### src/rtl/uart_tx_frame_sequencer.sv
// Serialises one NBYTES result block (optional header byte first) onto a byte-wide UART TX,
// owning its start/done handshake and idling GAP_TICKS sample ticks between consecutive bytes.
`timescale 1ns/1ps
module uart_tx_frame_sequencer #(
    parameter int         NBYTES    = 16,
    parameter bit         HEADER_EN = 1'b1,
    parameter logic [7:0] HEADER    = 8'hA5,
    parameter int         GAP_TICKS = 4
) (
    input  logic                clk,
    input  logic                reset,
    input  logic                blk_valid,
    input  logic [8*NBYTES-1:0] blk_data,
    output logic                blk_ready,
    input  logic                abort,
    input  logic                s_tick,
    output logic                tx_start,
    output logic [7:0]          tx_data,
    input  logic                tx_done_tick,
    output logic                busy,
    output logic                frame_done,
    output logic [7:0]          frame_cnt
);

    localparam int DW = 8 * NBYTES;
    localparam int GW = (GAP_TICKS > 0) ? $clog2(GAP_TICKS + 1) : 1;

    typedef enum logic [2:0] {
        S_IDLE,
        S_SEND,
        S_WAIT,
        S_GAP,
        S_DONE
    } state_t;

    state_t          state_q, state_d;
    logic [DW-1:0]   shift_q, shift_d;
    logic [DW-1:0]   shifted;
    logic [7:0]      byte_cnt_q, byte_cnt_d;
    logic [GW-1:0]   gap_cnt_q, gap_cnt_d;
    logic            hdr_q, hdr_d;
    logic [7:0]      tx_data_q, tx_data_d;
    logic [7:0]      frame_cnt_q, frame_cnt_d;

    always_ff @(posedge clk or negedge reset) begin
        if (!reset) begin
            state_q     <= S_IDLE;
            shift_q     <= '0;
            byte_cnt_q  <= '0;
            gap_cnt_q   <= '0;
            hdr_q       <= 1'b0;
            tx_data_q   <= '0;
            frame_cnt_q <= '0;
        end else begin
            state_q     <= state_d;
            shift_q     <= shift_d;
            byte_cnt_q  <= byte_cnt_d;
            gap_cnt_q   <= gap_cnt_d;
            hdr_q       <= hdr_d;
            tx_data_q   <= tx_data_d;
            frame_cnt_q <= frame_cnt_d;
        end
    end

    always_comb begin
        state_d     = state_q;
        shift_d     = shift_q;
        byte_cnt_d  = byte_cnt_q;
        gap_cnt_d   = gap_cnt_q;
        hdr_d       = hdr_q;
        tx_data_d   = tx_data_q;
        frame_cnt_d = frame_cnt_q;
        // Next payload byte always sits in the top byte once the register is shifted.
        shifted     = shift_q << 8;

        case (state_q)
            S_IDLE: begin
                if (blk_valid && !abort) begin
                    shift_d    = blk_data;
                    byte_cnt_d = '0;
                    hdr_d      = HEADER_EN;
                    tx_data_d  = HEADER_EN ? HEADER : blk_data[DW-1 -: 8];
                    state_d    = S_SEND;
                end
            end
            S_SEND: state_d = S_WAIT;
            S_WAIT: begin
                if (tx_done_tick) begin
                    if (byte_cnt_q == 8'(NBYTES - 1) && !hdr_q) begin
                        state_d = S_DONE;
                    end else begin
                        if (hdr_q) begin
                            hdr_d     = 1'b0;
                            tx_data_d = shift_q[DW-1 -: 8];
                        end else begin
                            shift_d    = shifted;
                            byte_cnt_d = byte_cnt_q + 8'd1;
                            tx_data_d  = shifted[DW-1 -: 8];
                        end
                        gap_cnt_d = '0;
                        state_d   = (GAP_TICKS > 0) ? S_GAP : S_SEND;
                    end
                end
            end
            S_GAP: begin
                if (s_tick) begin
                    gap_cnt_d = gap_cnt_q + 1'b1;
                    if (gap_cnt_d == GW'(GAP_TICKS)) begin
                        state_d = S_SEND;
                    end
                end
            end
            S_DONE: begin
                frame_cnt_d = frame_cnt_q + 8'd1;
                state_d     = S_IDLE;
            end
            default: state_d = S_IDLE;
        endcase

        // Abort drops the frame but leaves the last byte on tx_data for the in-flight UART byte.
        if (abort && state_q != S_IDLE) begin
            state_d     = S_IDLE;
            tx_data_d   = tx_data_q;
            frame_cnt_d = frame_cnt_q;
        end
    end

    assign blk_ready  = (state_q == S_IDLE);
    assign busy       = (state_q != S_IDLE);
    assign tx_start   = (state_q == S_SEND);
    assign frame_done = (state_q == S_DONE);
    assign tx_data    = tx_data_q;
    assign frame_cnt  = frame_cnt_q;

endmodule
### config.mk
export PLATFORM = sky130hd
export DESIGN_NAME = uart_tx_frame_sequencer
export DESIGN_NICKNAME = d
export VERILOG_FILES = /design/src/rtl/uart_tx_frame_sequencer.sv
export SDC_FILE = /design/constraint.sdc
export NUM_CORES = 1
export LEC_CHECK = 0
export BUFFER_PORTS_ARGS = -buffer_cell sky130_fd_sc_hd__buf_2
export CAP_MARGIN = 10
export CORE_ASPECT_RATIO = 1.5
export CORE_MARGIN = 2
export CORE_UTILIZATION = 60
export DETAILED_ROUTE_END_ITERATION = 12
export GPL_ROUTABILITY_DRIVEN = 0
export GPL_TIMING_DRIVEN = 0
export HOLD_SLACK_MARGIN = 0.15
export PLACE_DENSITY = 0.86
export SYNTH_ARGS = -nofsm -noshare
export SYNTH_HDL_FRONTEND = slang
export SYNTH_SLANG_ARGS = --single-unit
### constraint.sdc
create_clock -name clk -period 5 [get_ports clk]
set_input_delay 1.5 -clock clk [delete_from_list [all_inputs] [get_ports clk]]
set_output_delay 1.5 -clock clk [all_outputs]
set_load 0.02 [all_outputs]
## Word level (Yosys, flattened, before mapping)

Cells that the tools add are included.
W data, S select, Z words.

- Flip-flop bits (word level): 159
- Bits in latches: 0
- RAM bits: 0
- Bits in read-only memories: 0
- Input bits: 134
- Output and inout port bits: 20
- Word-level logic and storage cells: 71
- Memories kept: 0

- Add/subtract/negate cells: 3
- Multipliers: 0
- Div/mod/pow operators: 0
- Magnitude comparators: 0
- Equal/unequal tests: 15
- Shift operators: 0
- Multiplexer cells: 30
- Bitwise gates (word level): 1
- Reductions and logical operators: 15

Operators with widths:

| operator | count |
|---|---|
| $mux W128 | 4 |
| $pmux W128 S2 | 1 |
| $mux W8 | 8 |
| $pmux W8 S2 | 2 |
| $mux W3 | 9 |
| $add A8 B1 Y8 const B | 2 |
| $pmux W3 S4 | 1 |
| $reduce_and A4 Y1 | 3 |
| $reduce_and A5 Y1 | 2 |
| $ne A3 B3 Y1 const B | 3 |
| $eq A8 B4 Y1 const B | 1 |
| $ne A2 B2 Y1 const B | 4 |
| $eq A3 B2 Y1 const B | 2 |
| $eq A3 B3 Y1 const B | 2 |
| $pmux W3 S2 | 1 |
| $reduce_bool A2 Y1 | 2 |
| $add A3 B1 Y3 const B | 1 |
| $eq A3 B1 Y1 const B | 1 |
| $logic_and A1 B1 Y1 | 3 |
| $logic_not A3 Y1 | 1 |
| $mux W1 | 3 |
| $ne A3 B1 Y1 const B | 1 |
| $reduce_bool A3 Y1 | 1 |
| $logic_not A1 Y1 | 2 |
| other kinds (4) | 4 |

## Longest topological paths before layout

Gate-level depths: netlist (run 1).

- Depth in word-level cells: 6
- Gate-level depth with buffers: 9
- Depth with buffers taken out: 5

## Least setup slack after synthesis (run 1)

Ideal clock, no wire load.

- Path type: input -> register
- Start: in tx_done_tick
- End: reg byte_cnt_q[4]
- Library setup time: 124 ps
- Arrival time: 2,644 ps
- Required time: 4,876 ps
- Setup slack: 2,232 ps
- Stages: 6
- Buffers on the path: 2
- Cell sequence: nand4bb_1 a311o_1 and2_4 buf_6 buf_6 a211o_1

- Cells in the longest elaborated chain, start to end: 2

RTL lines:

| element | RTL line | RTL |
|---|---|---|
| from (decl) | 19 | `input logic tx_done_tick,` |
| $ne A2 B2 Y1 (no source line) | - |  |
| $reduce_and A5 Y1 (no source line) | - |  |
| to (signal assigned) | 57 | `byte_cnt_q <= byte_cnt_d;` |
| to (decl) | 39 | `logic [7:0] byte_cnt_q, byte_cnt_d;` |

Every way passes these cells.
A chain may end at the register's enable or synchronous reset.

## Final worst setup path (run 1)

- Start: reg state_q[0]
- End: out tx_start

- Cells in the longest elaborated chain, start to end: 1

RTL lines:

| element | RTL line | RTL |
|---|---|---|
| from (decl) | 36 | `state_t state_q, state_d;` |
| from (signal assigned) | 55 | `state_q <= state_d;` |
| $eq A3 B1 Y1 | 130 | `assign tx_start = (state_q == S_SEND);` |
| to (decl) | 17 | `output logic tx_start,` |

Every way passes these cells.

==> results.tsv, run 1 <==
stage	metric	value	unit
yosys	yosys_warnings	0	
timing	tightest_slew	0.739	ns
yosys	synth_edf_count	0	
worst_setup_path	crit_path_start_kind	register	
placement	io_buffers	153	
detailed_routing	dr.pass1.iters	4	
power_and_ir_drop	powerDensity	540	nW/um^2
worst_setup_path	end_kind	output port	
yosys	synth_area	7710	sq um
timing	fmax	312	MHz
finish	areaGrowthSynthToFinish	20.6	%
yosys	synth.top_cell.area_share	51.6	%
detailed_routing	ant_nets	0	
yosys	synth_area_per_cell	10.5	sq um
clock_tree	cts_buffers	17	
timing	hold_slack	0.474	ns
detailed_routing	via_count	6316	
finish	layout.nets	1045	
yosys	synth_top_cells_by_area	dfrtp_1 (52%), mux2i_1 (17%), nand3_1 (9.2%), o21ai_1 (4.5%), o21ai_0 (3.6%)	
global_routing	grt_max_degree	87	
finish	final_cells	1078	
die	initial_utilization	61.6	%
clock_tree	cts_tree	yes	
timing	clock_skew	0.00825	ns
die	core_area	12500	sq um
worst_setup_path	r2r_start	byte_cnt_q[0]$_DFFE_PN0P_	
timing	tns	0	ns
power_and_ir_drop	peakVddDrop	275	uV
worst_setup_path	crit_start	state_q[0]$_DFFE_PN0P_	
clock_tree	clkSinkCount	159	
timing	setup_ws	1.79	ns
job	max_cap_violations	0	
worst_setup_path	critPathCapture	tx_start	
timing	rsz0062_at_grt	false	
finish	most-common-layout-cells	buf_2 (165), dfrtp_1 (159), nand3_1 (141), mux2i_1 (128), o21ai_1 (70)	
hold_path	min_path_type	reg2reg	
placement	place_hpwl	14.0	mm
worst_setup_path	cp_max_fo	10	
timing	slew_headroom	50.7	%
worst_setup_path	worstPathRequired	3.50	ns
clock_tree	post_cts_buffers	0	
clock_tree	cts_hold_buf	0	
detailed_routing	wire_per_inst	17.8	microns
clock_tree	htreeDepth	4	
detailed_routing	routed_wl	19.1	mm
worst_setup_path	critical_path_arrival	1.71	ns
timing	hold_viol_final	0	
placement	placed_cells	1044	
detailed_routing	route.detailed.vias_per_inst	5.86	
yosys	postSynthCellCount	734	
finish	final_common_cell	buf_2	
clock_tree	clk_path_buf_depth	2	
yosys	yosysTopAreaCell	dfrtp_1	
clock_tree	cts_resized	0	
yosys	synth_seq_cells	159	
clock_tree	clkTransAtPathRegs	0.07	ns
yosys	synthFlopType	dfrtp_1	
yosys	synth_cell_types	47	
placement	pre_cts_ws	1.79	ns
worst_setup_path	critPathKind	reg2out	
die	rows	50	
timing	setup_viol	0	
die	die_w	96.5	microns
global_routing	antenna_found_initial	2	
finish	layout-drive-gt1-share	25.0	%
global_routing	grt_pass1_wl	30.7	mm
timing	fin_crit_sh	64.2	%
yosys	synth_nets	872	
yosys	async_reset_ff_share	100	%
global_routing	grt-ovfl-total	0	
timing	slew_violations	0	
power_and_ir_drop	leakage	5.04	nW
clock_tree	cts_root_buffer	clkbuf_16	
die	die-height	143	microns
clock_tree	clkLatencyLatePin	0.43	ns
worst_setup_path	reg2reg_to	shift_q[35]$_DFFE_PN0P_	
outcome	status	complete, no violations	
timing	finalCriticalPeriod	3.21	ns
worst_setup_path	r2r_cells	8	
detailed_routing	first_iter_violations	264	
detailed_routing	drc	0	
global_routing	grt_use_total	29.1	%
die	io_pins	154	
global_routing	grt_pass1_vias	6467	
die	dieArea	13800	sq um
worst_setup_path	r2r_setup_slack	2.77	ns
yosys	synth-seq-area-share	51.6	%
## state kept, by name, indices dropped and copies added, names as in the netlist
signal,flops
frame_cnt,8
state_q,3
shift_q,128
byte_cnt_q,8
gap_cnt_q,3
tx_data,8
hdr_q,1
## cells in the mapped netlist, types with 2 or more instances
cell type and n:
and3_1 4, and2_1 2, clkbuf_1 23, o21ai_1 70, ha_1 4, xnor2_1 6
dfrtp_1 159, nor3_1 4, xor2_1 3, mux2i_1 128, buf_4 6, nand3_1 141
buf_2 13, nand2_1 29, buf_6 10, nor2_1 15, nor3b_1 3, o21ai_0 55
nor2b_1 3, buf_1 11, a211o_1 3, nand4_1 2, a21oi_1 3, inv_1 5
mux2_2 10
## area by class of cell
class | instances | area, sq um
antenna | 2 | 5.00
tap | 156 | 195
fill | 929 | 3220
clock buffer | 19 | 453
timing repair buffer | 154 | 803
inverter | 6 | 23.8
clock inverter | 13 | 129
sequential | 159 | 3980
buffer | 63 | 350
multi-input combinational | 506 | 3350
## per-stage QoR
stage / total power, mW / area, sq um / util, %
detailed placement: 3.75 / 8710 / 69.6
global placement: 3.65 / 8670 / 69.3
floorplan: 3.26 / 7710 / -
CTS: 5.04 / 9290 / 74.2
finish: 5.02 / 9290 / 74.3
global route: 5.33 / 9290 / 74.3
## worst max-delay path, stage by stage (launching register included)
cell      delay [ns]
dfrtp_1         0.38
clkbuf_1        0.34
nor3b_1         0.33
buf_2           0.23
## worst min-delay path by stage
| stage | start | end | slack [ns] | cells after the start |
|---|---|---|---|---|
| after CTS | frame_cnt[7]$_DFFE_PN0P_ | frame_cnt[7]$_DFFE_PN0P_ | 0.47 | 1 |
| after global placement | frame_cnt[7]$_DFFE_PN0P_ | frame_cnt[7]$_DFFE_PN0P_ | 0.46 | 1 |
| after global routing | frame_cnt[7]$_DFFE_PN0P_ | frame_cnt[7]$_DFFE_PN0P_ | 0.50 | 1 |
| after floorplan | shift_q[0]$_DFFE_PN0P_ | shift_q[0]$_DFFE_PN0P_ | 0.47 | 2 |
| after detailed placement | frame_cnt[7]$_DFFE_PN0P_ | frame_cnt[7]$_DFFE_PN0P_ | 0.46 | 1 |
| final | frame_cnt[7]$_DFFE_PN0P_ | frame_cnt[7]$_DFFE_PN0P_ | 0.47 | 1 |
## kinds of logic (layout without fill, tap and decap cells)
logic type,Yosys count,after routing,share of synthesized area (%)
flip-flops,159,159,51.6
XOR/XNOR,9,9,1.02
multiplexers,138,138,18.1
AND/OR/NAND/NOR,214,214,14.1
AO/OA/AOI/OAI,141,141,9.68
other,0,2,0
buffers and inverters,69,255,4.85
adder cells (fa/ha/maj),4,4,0.649
## report_power, final
| group | switching [mW] | leakage [nW] | internal, mW | total (mW) |
|---|---|---|---|---|
| clock | 0.552 | 0.269 | 0.720 | 1.27 |
| combinational | 0.908 | 2.76 | 0.719 | 1.63 |
| sequential | 0.314 | 2.01 | 1.80 | 2.12 |
## per-layer routing
metal / track usage [%] / up-vias / wire length (microns)
li1: - / 2989 / -
met1: 33.3 / 3091 / 7300
met2: 52.3 / 204 / 10400
met3: 7.23 / 32 / 1040
met4: 9.49 / 0 / 401
met5: 0 / - / 0
Power figures use the tool's default switching activity.
==> run 2, diff against run 1 <==
--- a/config.mk
+++ b/config.mk
@@ -9,12 +9,12 @@
 export CAP_MARGIN = 10
 export CORE_ASPECT_RATIO = 1.5
 export CORE_MARGIN = 2
-export CORE_UTILIZATION = 60
+export CORE_UTILIZATION = 50
 export DETAILED_ROUTE_END_ITERATION = 12
 export GPL_ROUTABILITY_DRIVEN = 0
 export GPL_TIMING_DRIVEN = 0
 export HOLD_SLACK_MARGIN = 0.15
-export PLACE_DENSITY = 0.86
+export PLACE_DENSITY = 0.76
 export SYNTH_ARGS = -nofsm -noshare
 export SYNTH_HDL_FRONTEND = slang
 export SYNTH_SLANG_ARGS = --single-unit
==> constraint.sdc (replaced) <==
create_clock -name clk -period 2.81 [get_ports clk]
set_input_delay 0.843 -clock clk [delete_from_list [all_inputs] [get_ports clk]]
set_output_delay 0.843 -clock clk [all_outputs]
set_load 0.02 [all_outputs]
==> results.tsv, run 2 (synthesis results as in run 1) <==
stage	metric	value	unit
worst_setup_path	critPathKind	reg2out	
global_routing	antenna_found_initial	1	
global_routing	grt-ovfl-total	0	
timing	slew_violations	0	
placement	io_buffers	153	
timing	fmax	404	MHz
die	core_area	15100	sq um
worst_setup_path	end_kind	output port	
placement	place_hpwl	13.8	mm
detailed_routing	via_count	6246	
clock_tree	post_cts_buffers	0	
power_and_ir_drop	leakage	5.01	nW
timing	fin_crit_sh	88.1	%
outcome	status	complete, no violations	
finish	design_area	9300	sq um
power_and_ir_drop	powerDensity	942	nW/um^2
finish	most-common-layout-cells	buf_2 (165), dfrtp_1 (159), nand3_1 (141), mux2i_1 (128), o21ai_1 (70)	
placement	placed_area	8760	sq um
clock_tree	cts_root_buffer	clkbuf_16	
worst_setup_path	crit_path_start_kind	register	
global_routing	grt.busiest_layer	met2	
clock_tree	clk_path_buf_depth	2	
finish	seqCellArea	3980	sq um
detailed_routing	ant_nets	0	
detailed_routing	first_iter_violations	305	
die	io_pins	154	
die	dieArea	16400	sq um
finish	diodes	0	
die	initial_utilization	51.1	%
timing	slew_headroom	51.7	%
finish	largest-register	shift_q	
die	die-height	156	microns
die	die_w	105	microns
detailed_routing	routed_wl	19.0	mm
global_routing	grt.met1_usage	28.1	%
power_and_ir_drop	peakVddDrop	436	uV
clock_tree	cts_buffers	17	
global_routing	use_met3	5.18	%
finish	layout.nets	1045	
global_routing	grt_use_total	23.8	%
finish	fillCellCount	1303	
clock_tree	clkSinkCount	159	
timing	rsz0062_at_grt	false	
clock_tree	cts_hold_buf	0	
timing	hold_viol_final	0	
worst_setup_path	cp_max_fo	10	
finish	layout-drive-gt1-share	24.9	%
timing	setup_viol	0	
clock_tree	htreeDepth	4	
job	max_cap_violations	0	
finish	final_cells	1118	
timing	tightest_slew	0.724	ns
detailed_routing	dr.pass1.iters	5	
global_routing	grt_pass1_wl	31.1	mm
detailed_routing	wire_per_inst	17.0	microns
clock_tree	cts_resized	0	
clock_tree	clkTransAtPathRegs	0.07	ns
worst_setup_path	r2r_cells	8	
global_routing	grt_max_degree	103	
clock_tree	cts_tree	yes	
detailed_routing	drc	0	
timing	finalCriticalPeriod	2.48	ns
die	rows	55	
clock_tree	clkLatencyLatePin	0.43	ns
global_routing	grtUsageMet2	42.7	%
worst_setup_path	r2r_setup_slack	0.62	ns
placement	placed_cells	1087	
worst_setup_path	reg2reg_to	shift_q[115]$_DFFE_PN0P_	
worst_setup_path	r2r_start	byte_cnt_q[0]$_DFFE_PN0P_	
detailed_routing	route.detailed.vias_per_inst	5.59	
finish	final_common_cell	buf_2	
timing	clock_skew	0.0118	ns
finish	areaGrowthSynthToFinish	20.6	%
worst_setup_path	worstPathRequired	1.97	ns
timing	hold_slack	0.338	ns
finish	largest_reg_flops	128	
worst_setup_path	critical_path_arrival	1.63	ns
finish	multiInputGateArea	3350	sq um
hold_path	min_path_type	in2async	
global_routing	grt_pass1_vias	6346	
==> run 2: cell count changes in the layout (fill, tap and decap cells not counted), sizes merged <==
cell / change
bufinv: -1
diode: -2
clkbuf: -2
clkinv: -1
inv: +1
clkinvlp: +2
==> run 2: layout make-up <==
| type | instances | share of cell area, % |
|---|---|---|
| repair buffers | 154 | 8.64 |
| multi-input cells | 506 | 36.1 |
| clock inverters | 14 | 1.18 |
| inverters | 6 | 0.256 |
| well taps | 199 | 2.68 |
| plain buffers | 63 | 3.77 |
| flip-flops and latches | 159 | 42.8 |
| clock buffers | 17 | 4.58 |
==> run 2: worst max path at each step <==
stage,startpoint,to,slack (ns),cells after the start
3_5_place_dp,tx_done_tick,shift_q[17]$_DFFE_PN0P_,0.27,8
3_3_place_gp,reset,shift_q[34]$_DFFE_PN0P_,-1.57,1
5_1_grt,state_q[0]$_DFFE_PN0P_,tx_start,0.24,3
6_report,state_q[0]$_DFFE_PN0P_,tx_start,0.33,3
2_1_floorplan,tx_done_tick,byte_cnt_q[4]$_DFFE_PN0P_,0.70,6
4_1_cts,state_q[0]$_DFFE_PN0P_,tx_start,0.31,3
==> run 2: report_power, final <==
| group | switching [mW] | total (mW) | internal, mW | leakage [nW] |
|---|---|---|---|---|
| clock network | 0.998 | 2.13 | 1.14 | 0.241 |
| logic | 1.58 | 2.86 | 1.28 | 2.76 |
| registers | 0.555 | 3.76 | 3.21 | 2.01 |
==> run 2: worst max-delay path, stage by stage, from the launching register on <==
cell and delay [ns]:
dfrtp_1 0.38, clkbuf_1 0.35, nor3b_1 0.27, buf_2 0.21
==> run 2: stage by stage <==
step	setup TNS, ns	total power [mW]	worst slack (ns)	utilization (%)
floorplan	0	5.79	0.699	-
global placement	-247.70	6.52	-1.57	57.9
detailed placement	0	6.66	0.272	58.1
CTS	0	8.81	0.311	61.7
global route	0	9.35	0.242	61.7
finish	0	8.75	0.334	61.7
==> run 2: metal layers <==
layer	wire length (microns)	vias to the layer above
li1	-	2992
met5	13	-
met4	294	2
met3	922	26
met1	7660	3044
met2	10100	182
